==> src/rtl/fetch_seq_pkg.sv <==
// Shared encodings and defaults for the instruction fetch sequencer.
package fetch_seq_pkg;

  localparam int unsigned DEF_ADDR_W   = 16;
  localparam int unsigned DEF_RESET_PC = 0;

  localparam logic LH_LOW  = 1'b0;
  localparam logic LH_HIGH = 1'b1;

  typedef enum logic [1:0] {
    IDLE    = 2'd0,
    FETCH_L = 2'd1,
    FETCH_H = 2'd2,
    HOLD    = 2'd3
  } state_t;

endpackage

==> src/rtl/program_counter.sv <==
// Program counter register: load has priority over increment, wraps modulo 2^ADDR_W.
module program_counter
  import fetch_seq_pkg::*;
#(
  parameter int unsigned       ADDR_W   = DEF_ADDR_W,
  parameter logic [ADDR_W-1:0] RESET_PC = ADDR_W'(DEF_RESET_PC)
) (
  input  logic              clk,
  input  logic              rst,
  input  logic              load,
  input  logic [ADDR_W-1:0] load_val,
  input  logic              inc,
  output logic [ADDR_W-1:0] pc
);

  always_ff @(posedge clk or posedge rst) begin
    if (rst) begin
      pc <= RESET_PC;
    end else if (load) begin
      pc <= load_val;
    end else if (inc) begin
      pc <= pc + ADDR_W'(1);
    end
  end

endmodule

==> src/rtl/instruction_fetch_sequencer.sv <==
// Two-byte instruction fetch sequencer (low byte, then high byte) with decode handshake.
// Optional per-byte mem_ack timeout enabled by defining FETCH_TIMEOUT_EN.
module instruction_fetch_sequencer
  import fetch_seq_pkg::*;
#(
  parameter int unsigned       ADDR_W   = DEF_ADDR_W,
  parameter logic [ADDR_W-1:0] RESET_PC = ADDR_W'(DEF_RESET_PC),
  parameter int unsigned       TIMEOUT  = 15
) (
  input  logic              clk,
  input  logic              rst,
  input  logic              start,
  input  logic              branch_load,
  input  logic [ADDR_W-1:0] branch_addr,
  input  logic              mem_ack,
  output logic              mem_req,
  output logic [ADDR_W-1:0] mem_addr,
  output logic              ir_e,
  output logic              ir_lh,
  output logic [ADDR_W-1:0] pc,
  output logic              instr_valid,
  input  logic              instr_ack,
  output logic              busy,
  output logic              fetch_err
);

  state_t            state;
  logic              in_fetch;
  logic              timeout;
  logic              pc_load;
  logic              pc_inc;
  logic [ADDR_W-1:0] pc_load_val;

  assign in_fetch = (state == FETCH_L) || (state == FETCH_H);
  assign pc_inc   = in_fetch && mem_ack;
  assign pc_load  = ((state == IDLE) && branch_load) || timeout;

`ifdef FETCH_TIMEOUT_EN
  localparam int unsigned CNT_W = (TIMEOUT < 2) ? 1 : $clog2(TIMEOUT);

  logic [CNT_W-1:0]  wait_cnt;
  logic [ADDR_W-1:0] saved_pc;
  logic              fetch_start;
  logic              err_q;

  // Low-byte address of the instruction being fetched, restored on timeout.
  assign fetch_start = ((state == IDLE) && !branch_load && start) ||
                       ((state == HOLD) && instr_ack && start);
  assign timeout     = in_fetch && !mem_ack && (wait_cnt == CNT_W'(TIMEOUT - 1));
  assign pc_load_val = timeout ? saved_pc : branch_addr;
  assign fetch_err   = err_q;

  always_ff @(posedge clk or posedge rst) begin
    if (rst) begin
      wait_cnt <= '0;
      saved_pc <= RESET_PC;
      err_q    <= 1'b0;
    end else begin
      err_q <= timeout;
      if (!in_fetch || mem_ack) begin
        wait_cnt <= '0;
      end else begin
        wait_cnt <= wait_cnt + CNT_W'(1);
      end
      if (fetch_start) begin
        saved_pc <= pc;
      end
    end
  end
`else
  logic unused_timeout;

  assign timeout        = 1'b0;
  assign pc_load_val    = branch_addr;
  assign fetch_err      = 1'b0;
  assign unused_timeout = ^TIMEOUT;
`endif

  program_counter #(
    .ADDR_W   (ADDR_W),
    .RESET_PC (RESET_PC)
  ) u_pc (
    .clk      (clk),
    .rst      (rst),
    .load     (pc_load),
    .load_val (pc_load_val),
    .inc      (pc_inc),
    .pc       (pc)
  );

  // Sequencing: branch wins over start in IDLE; ack+start in HOLD skips IDLE.
  always_ff @(posedge clk or posedge rst) begin
    if (rst) begin
      state <= IDLE;
    end else begin
      case (state)
        IDLE: begin
          if (!branch_load && start) state <= FETCH_L;
        end
        FETCH_L: begin
          if (timeout)      state <= IDLE;
          else if (mem_ack) state <= FETCH_H;
        end
        FETCH_H: begin
          if (timeout)      state <= IDLE;
          else if (mem_ack) state <= HOLD;
        end
        HOLD: begin
          if (instr_ack) state <= start ? FETCH_L : IDLE;
        end
        default: state <= IDLE;
      endcase
    end
  end

  // ir_e follows mem_ack so the instruction register captures on the ack edge.
  assign mem_req     = in_fetch;
  assign mem_addr    = pc;
  assign ir_e        = in_fetch && mem_ack;
  assign ir_lh       = (state == FETCH_H) ? LH_HIGH : LH_LOW;
  assign instr_valid = (state == HOLD);
  assign busy        = (state != IDLE);

endmodule
==> config.mk <==
export PLATFORM = sky130hd
export DESIGN_NAME = instruction_fetch_sequencer
export DESIGN_NICKNAME = d
export VERILOG_FILES = /design/src/rtl/fetch_seq_pkg.sv /design/src/rtl/program_counter.sv /design/src/rtl/instruction_fetch_sequencer.sv
export SDC_FILE = /design/constraint.sdc
export NUM_CORES = 1
export LEC_CHECK = 0
export CAP_MARGIN = 0
export CORE_UTILIZATION = 43
export DETAILED_ROUTE_END_ITERATION = 7
export GPL_TIMING_DRIVEN = 0
export PLACE_DENSITY = 0.87
export SYNTH_ARGS = -nofsm -noshare
export SYNTH_HDL_FRONTEND = slang
export SYNTH_SLANG_ARGS = --single-unit
==> constraint.sdc <==
create_clock -name clk -period 6.1 [get_ports clk]
set_clock_uncertainty 0.05 [all_clocks]
set_input_delay 1.525 -clock clk [delete_from_list [all_inputs] [get_ports clk]]
set_output_delay 1.525 -clock clk [all_outputs]
set_load 0.05 [all_outputs]
==> qor.csv, run 1 <==
metric,value,unit
initial_utilization,46.8,%
min_period,4650,ps
wl_per_cell,13.3,um
rsz0062_at_grt,false,
ys_seq_area_share,37.5,%
synthCells,138,
critPathKind,input port to primary output,
drv.max_cap_violation_count,0,
clkLatencyLatePin,290,ps
ys_top_cells_by_area,"dfrtp_1 37%, buf_4 11%, xnor2_1 9.5%",
routed_wl,3050,um
layout.cells.non_filler,230,
drtPass1Iterations,4,
synth_fp_nets,166,
synth_area_per_cell,8.71,um2
async_flop_share,100,%
max_slew.worst_pin.slew,677,ps
dieHeight,54.9,um
setup_viol_count_final,0,
grt-ovfl-total,0,
vias,1191,
core_area,2570,um2
drv_slew,0,
cp_data_required_time,4530,ps
cp_cell_sequence,clkdlybuf4s50_1 > nand2_1 > inv_1 > clkdlybuf4s50_1,
yosysWarnings,0,
path_buf_inv,3,
place_congestion,0.767,
clock_path_buffers,2,
die_x,54.9,um
synth_xor_area_share,10.2,%
synth_top_area_share,37.5,%
ys.flop_type,dfrtp_1,
dieArea,3010,um2
cp_common_cell,clkdlybuf4s50_1,
critPathTopFamily,buffers and inverters,
htree_levels,1,
hold_violations,0,
synth_area,1200,um2
grt_max_degree,19,
grt_antenna_before_repair,0,
holdWs,568,ps
io_buffer_count,58,
final_util,72.3,%
layout-drive-gt1-share,12.5,%
grt_first_pass_wirelength,4460,um
yosys.area_share.simple,20.3,%
synthMuxAreaShare,1.77,%
max_freq,215,MHz
root_buffer,clkbuf_4,
period_share,76.2,%
synth_fa_ha_area_share,6.24,%
tritoncts,yes,
grt_pass1_vias,1014,
cpPeakStageDelay,790,ps
ant_nets,0,
drt-vias-per-instance,5.18,
drt_drc_violations_left,0,
cp_max_fo,4,
first_iter_violations,33,
status,completed,
syn2layout_area_growth,54.4,%
n_antenna_cell,0,
cts_setup_buffers,0,
ctsHoldBuffers,0,
cts_resized,0,
synth-edff-count,0,
path_clk_slew,100,ps
synth-seq-cells,18,
dp.cells,226,
cp-start-kind,input port,
relSlewSlack,54.8,%
rows,18,
critical_path_arrival,3080,ps
hp-class,flip-flop to flip-flop,
ys_types,29,
numCtsBuffers,3,
fin_tns_setup,0,ps
ioPinCount,60,
synth_top_family_by_area,simple AND/OR/NAND/NOR gates,
gr-usage-all-layers,21.7,%
cts_sinks,18,
slowest_stage,clkdlybuf4s50_1,
place.detailed.hpwl,2390,um
yosys.area.top_type,dfrtp_1,
critPathCaptureType,primary output,
layout.nets,229,
synth-compound-area-share,9.68,%
## final cells by class
cell class	count	area, um2
fillers	193	711
multi-input cells	92	583
repair buffers	58	581
flip-flops and latches	18	450
plain buffers	20	139
well taps	30	37.5
clock buffers	4	36.3
inverters	8	30.0
## Yosys cell counts, drive strengths merged (2+ instances only)
library cell and number:
a21oi 16, inv 8, nor4 4, nand3 4
nand2 6, nor3 4, ha 6, nand4 4
xnor2 13, buf 19, or3 2, nor2 21
dfrtp 18
## tightest hold or removal path, delay by kind of cell, from the launching register on
kind / cells / cell delay [ps]
flip-flops: 1 / 430
AO/OA/AOI/OAI: 2 / 160
## flip-flops by register name, indices dropped and copies added (netlist names)
register and cells:
state 2, u_pc.pc 16
## through the flow
step,area (um2),setup slack [ps]
finish,1860,1450
global route,1860,1380
CTS,1860,1450
detailed placement,1820,1450
global placement,1820,1450
floorplan,1200,2550
## placed cells by master, fill, tap and decap left out, types with 2 or more instances in the layout
master and instances:
buf_1 2, xnor2_1 13, nand4_1 2, nand2_1 6
clkdlybuf4s50_1 58, or3_1 2, inv_1 8, dfrtp_1 18
nand3_1 4, clkbuf_4 3, nor2_1 21, nor3_1 4
ha_1 6, buf_4 17, a21oi_1 16, nor4_1 4
## layer usage
| layer | up-vias | global-route usage [%] | wire length, um |
|---|---|---|---|
| met5 | - | 0 | 0 |
| met4 | 0 | 12.4 | 57 |
| met3 | 4 | 1.67 | 222 |
| met2 | 51 | 39.8 | 1600 |
| met1 | 567 | 24.1 | 1170 |
| li1 | 569 | - | - |
## final timing paths
kind	from	endpoint	slack [ps]	cells past startpoint
min in group asynchronous	rst	u_pc.pc[5]	1570	2
max in group asynchronous	rst	state[0]	3990	2
worst min-delay path	u_pc.pc[15]	u_pc.pc[15]	570	2
worst max register to register	state[1]	u_pc.pc[15]	3880	6
worst max-delay path	mem_ack	ir_e	1450	4
worst min register to register	u_pc.pc[15]	u_pc.pc[15]	570	2
## kinds of logic after synthesis
family	count (synthesis)
XOR/XNOR	14
buffers and inverters	28
other	1
flip-flops	18
AND/OR/NAND/NOR	48
AO/OA/AOI/OAI	21
multiplexers	2
adder cells (fa/ha/maj)	6
Power of run 1 is left out: the tool's default activity adds up to more than one toggle a clock period on the data nets, which glitch-free logic cannot reach.
==> run 2: changes to the inputs <==
--- a/config.mk
+++ b/config.mk
@@ -6,10 +6,10 @@
 export NUM_CORES = 1
 export LEC_CHECK = 0
 export CAP_MARGIN = 0
-export CORE_UTILIZATION = 43
+export CORE_UTILIZATION = 40
 export DETAILED_ROUTE_END_ITERATION = 7
 export GPL_TIMING_DRIVEN = 0
-export PLACE_DENSITY = 0.87
+export PLACE_DENSITY = 0.82
 export SYNTH_ARGS = -nofsm -noshare
 export SYNTH_HDL_FRONTEND = slang
 export SYNTH_SLANG_ARGS = --single-unit
==> constraint.sdc (replaced) <==
create_clock -name clk -period 4.88 [get_ports clk]
set_clock_uncertainty 0.05 [all_clocks]
set_input_delay 1.22 -clock clk [delete_from_list [all_inputs] [get_ports clk]]
set_output_delay 1.22 -clock clk [all_outputs]
set_load 0.05 [all_outputs]
==> run 2 against run 1 <==
Compared with the run above: the run now ends with DRC left; first-iteration DRC count down 6.1%; cell count up 0.43%; flip-flop and latch count stayed put; worst setup slack got worse by 640 ps; die area is 7.2% higher; via count shrank 2.2%; count of clock-buffer cells in the layout stayed put; cell area barely moved; critical path type unchanged.
==> qor.csv, run 2 (synthesis results as in run 1) <==
metric,value,unit,change
status,"finished, violations left",,was completed
violations,DRC,,
largestRegisters,"u_pc.pc x16, state x2",,unchanged
place.detailed.hpwl,2330,um,was 2390 um
cts_setup_buffers,0,,unchanged
multi_input_area,583,um2,unchanged
n_antenna_cell,0,,unchanged
ctsHoldBuffers,0,,unchanged
grt-ovfl-total,0,,unchanged
drt-vias-per-instance,5.04,,was 5.18
critical_path_arrival,2800,ps,was 3080 ps
vias,1165,,"was 1,191"
ioPinCount,60,,unchanged
path_buf_inv,3,,unchanged
io_buffer_count,58,,unchanged
critPathTopFamily,buffers and inverters,,unchanged
cp_max_fo,4,,unchanged
place_congestion,0.750,,was 0.767
min_period,4070,ps,
fin_ws,805,ps,was 1450 ps
gr-usage-all-layers,20.2,%,was 21.7%
cp-start-kind,input port,,unchanged
nFillCells,239,,was 193
grt_first_pass_wirelength,5020,um,was 4460 um
drt_drc_violations_left,15,,was 0
first_iter_violations,31,,was 33
hp-class,flip-flop to flip-flop,,unchanged
holdWs,577,ps,was 568 ps
routed_wl,3040,um,was 3050 um
dieArea,3230,um2,was 3010 um2
critPathKind,input port to primary output,,unchanged
root_buffer,clkbuf_4,,unchanged
register_area,450,um2,unchanged
mostFrequentLayoutCells,"58 x clkdlybuf4s50_1, 21 x nor2_1, 18 x dfrtp_1",,unchanged
setup_viol_count_final,0,,unchanged
cpPeakStageDelay,800,ps,was 790 ps
max_freq,245,MHz,
rr_endpoint,u_pc.pc[15],,unchanged
wl_per_cell,13.2,um,was 13.3 um
cts_resized,0,,unchanged
ant_nets,0,,unchanged
grt_antenna_before_repair,0,,unchanged
hold_depth,2,,unchanged
relSlewSlack,52.3,%,was 54.8%
critPathCaptureType,primary output,,unchanged
drtPass1Iterations,6,,was 4
rsz0062_at_grt,false,,unchanged
initial_utilization,42.9,%,was 46.8%
rrSetupSlack,2690,ps,was 3880 ps
r2r-start,state[1],,unchanged
regMostFlops,u_pc.pc,,unchanged
layout.nets,229,,unchanged
max_slew.worst_pin.slew,715,ps,was 677 ps
rows,19,,was 18
slowest_stage,clkdlybuf4s50_1,,unchanged
period_share,83.5,%,
cts_sinks,18,,unchanged
holdCritStartpoint,u_pc.pc[15],,unchanged
cp_cell_sequence,clkdlybuf4s50_1 > nand2_1 > inv_1 > clkdlybuf4s50_1,,unchanged
core_area,2810,um2,was 2570 um2
drv_slew,0,,unchanged
preCtsSetupSlack,816,ps,was 1450 ps
largest_reg_flops,16,,unchanged
drv.max_cap_violation_count,0,,unchanged
holdPathEnd,u_pc.pc[15],,unchanged
clock_path_buffers,2,,unchanged
htree_levels,1,,unchanged
dpl_cell_area,1820,um2,about the same
grt_pass1_vias,1121,,"was 1,014"
design_area,1860,um2,about the same
syn2layout_area_growth,54.5,%,was 54.4%
numCtsBuffers,3,,unchanged
die_x,56.8,um,was 54.9 um
tritoncts,yes,,unchanged
layout_commonest_cell,clkdlybuf4s50_1,,unchanged
cp_common_cell,clkdlybuf4s50_1,,unchanged
cp_data_required_time,3610,ps,was 4530 ps
layout-drive-gt1-share,12.5,%,unchanged
reg2reg_depth,6,,unchanged
path_clk_slew,110,ps,was 100 ps
fin_tns_setup,0,ps,unchanged
dieHeight,56.8,um,was 54.9 um
hold_violations,0,,unchanged
clkLatencyLatePin,300,ps,was 290 ps
grt_max_degree,19,,unchanged
## run 2: cell counts in the layout (fill, tap and decap cells not counted)
No cell type changed its count.
## run 2: worst max path at each step
stage | start | to | slack (ps) | cells past startpoint
floorplan | mem_ack | ir_e | 1940 | 2
global placement | mem_ack | ir_e | 840 | 4
detailed placement | mem_ack | ir_e | 820 | 4
CTS | mem_ack | ir_e | 810 | 4
global route | mem_ack | ir_e | 770 | 4
finish | mem_ack | ir_e | 810 | 4
## run 2: area by class of cell
| class | count | area share [%] |
|---|---|---|
| sequential | 18 | 24.2 |
| tap | 31 | 2.09 |
| clock buffer | 4 | 1.95 |
| multi-input combinational | 92 | 31.4 |
| buffer | 20 | 7.47 |
| timing repair buffer | 58 | 31.2 |
| inverter | 8 | 1.62 |
## run 2: tightest hold or removal path: stages, from the launching register on
cell and delay [ps]:
dfrtp_1 430, o21ai_0 90, a31oi_1 80
## run 2: metal layers
layer	track usage (%)	wire length, um
met1	22.9	1250
met2	36.9	1520
met3	2.53	210
met4	10.5	61
met5	0	0
## run 2: metrics by stage
step | utilization (%) | instances
after floorplan | - | 138
after global placement | 64.9 | 227
after detailed placement | 64.9 | 227
after CTS | 66.2 | 231
after global routing | 66.2 | 231
final | 66.2 | 231
Power of run 2 is left out for the same reason.
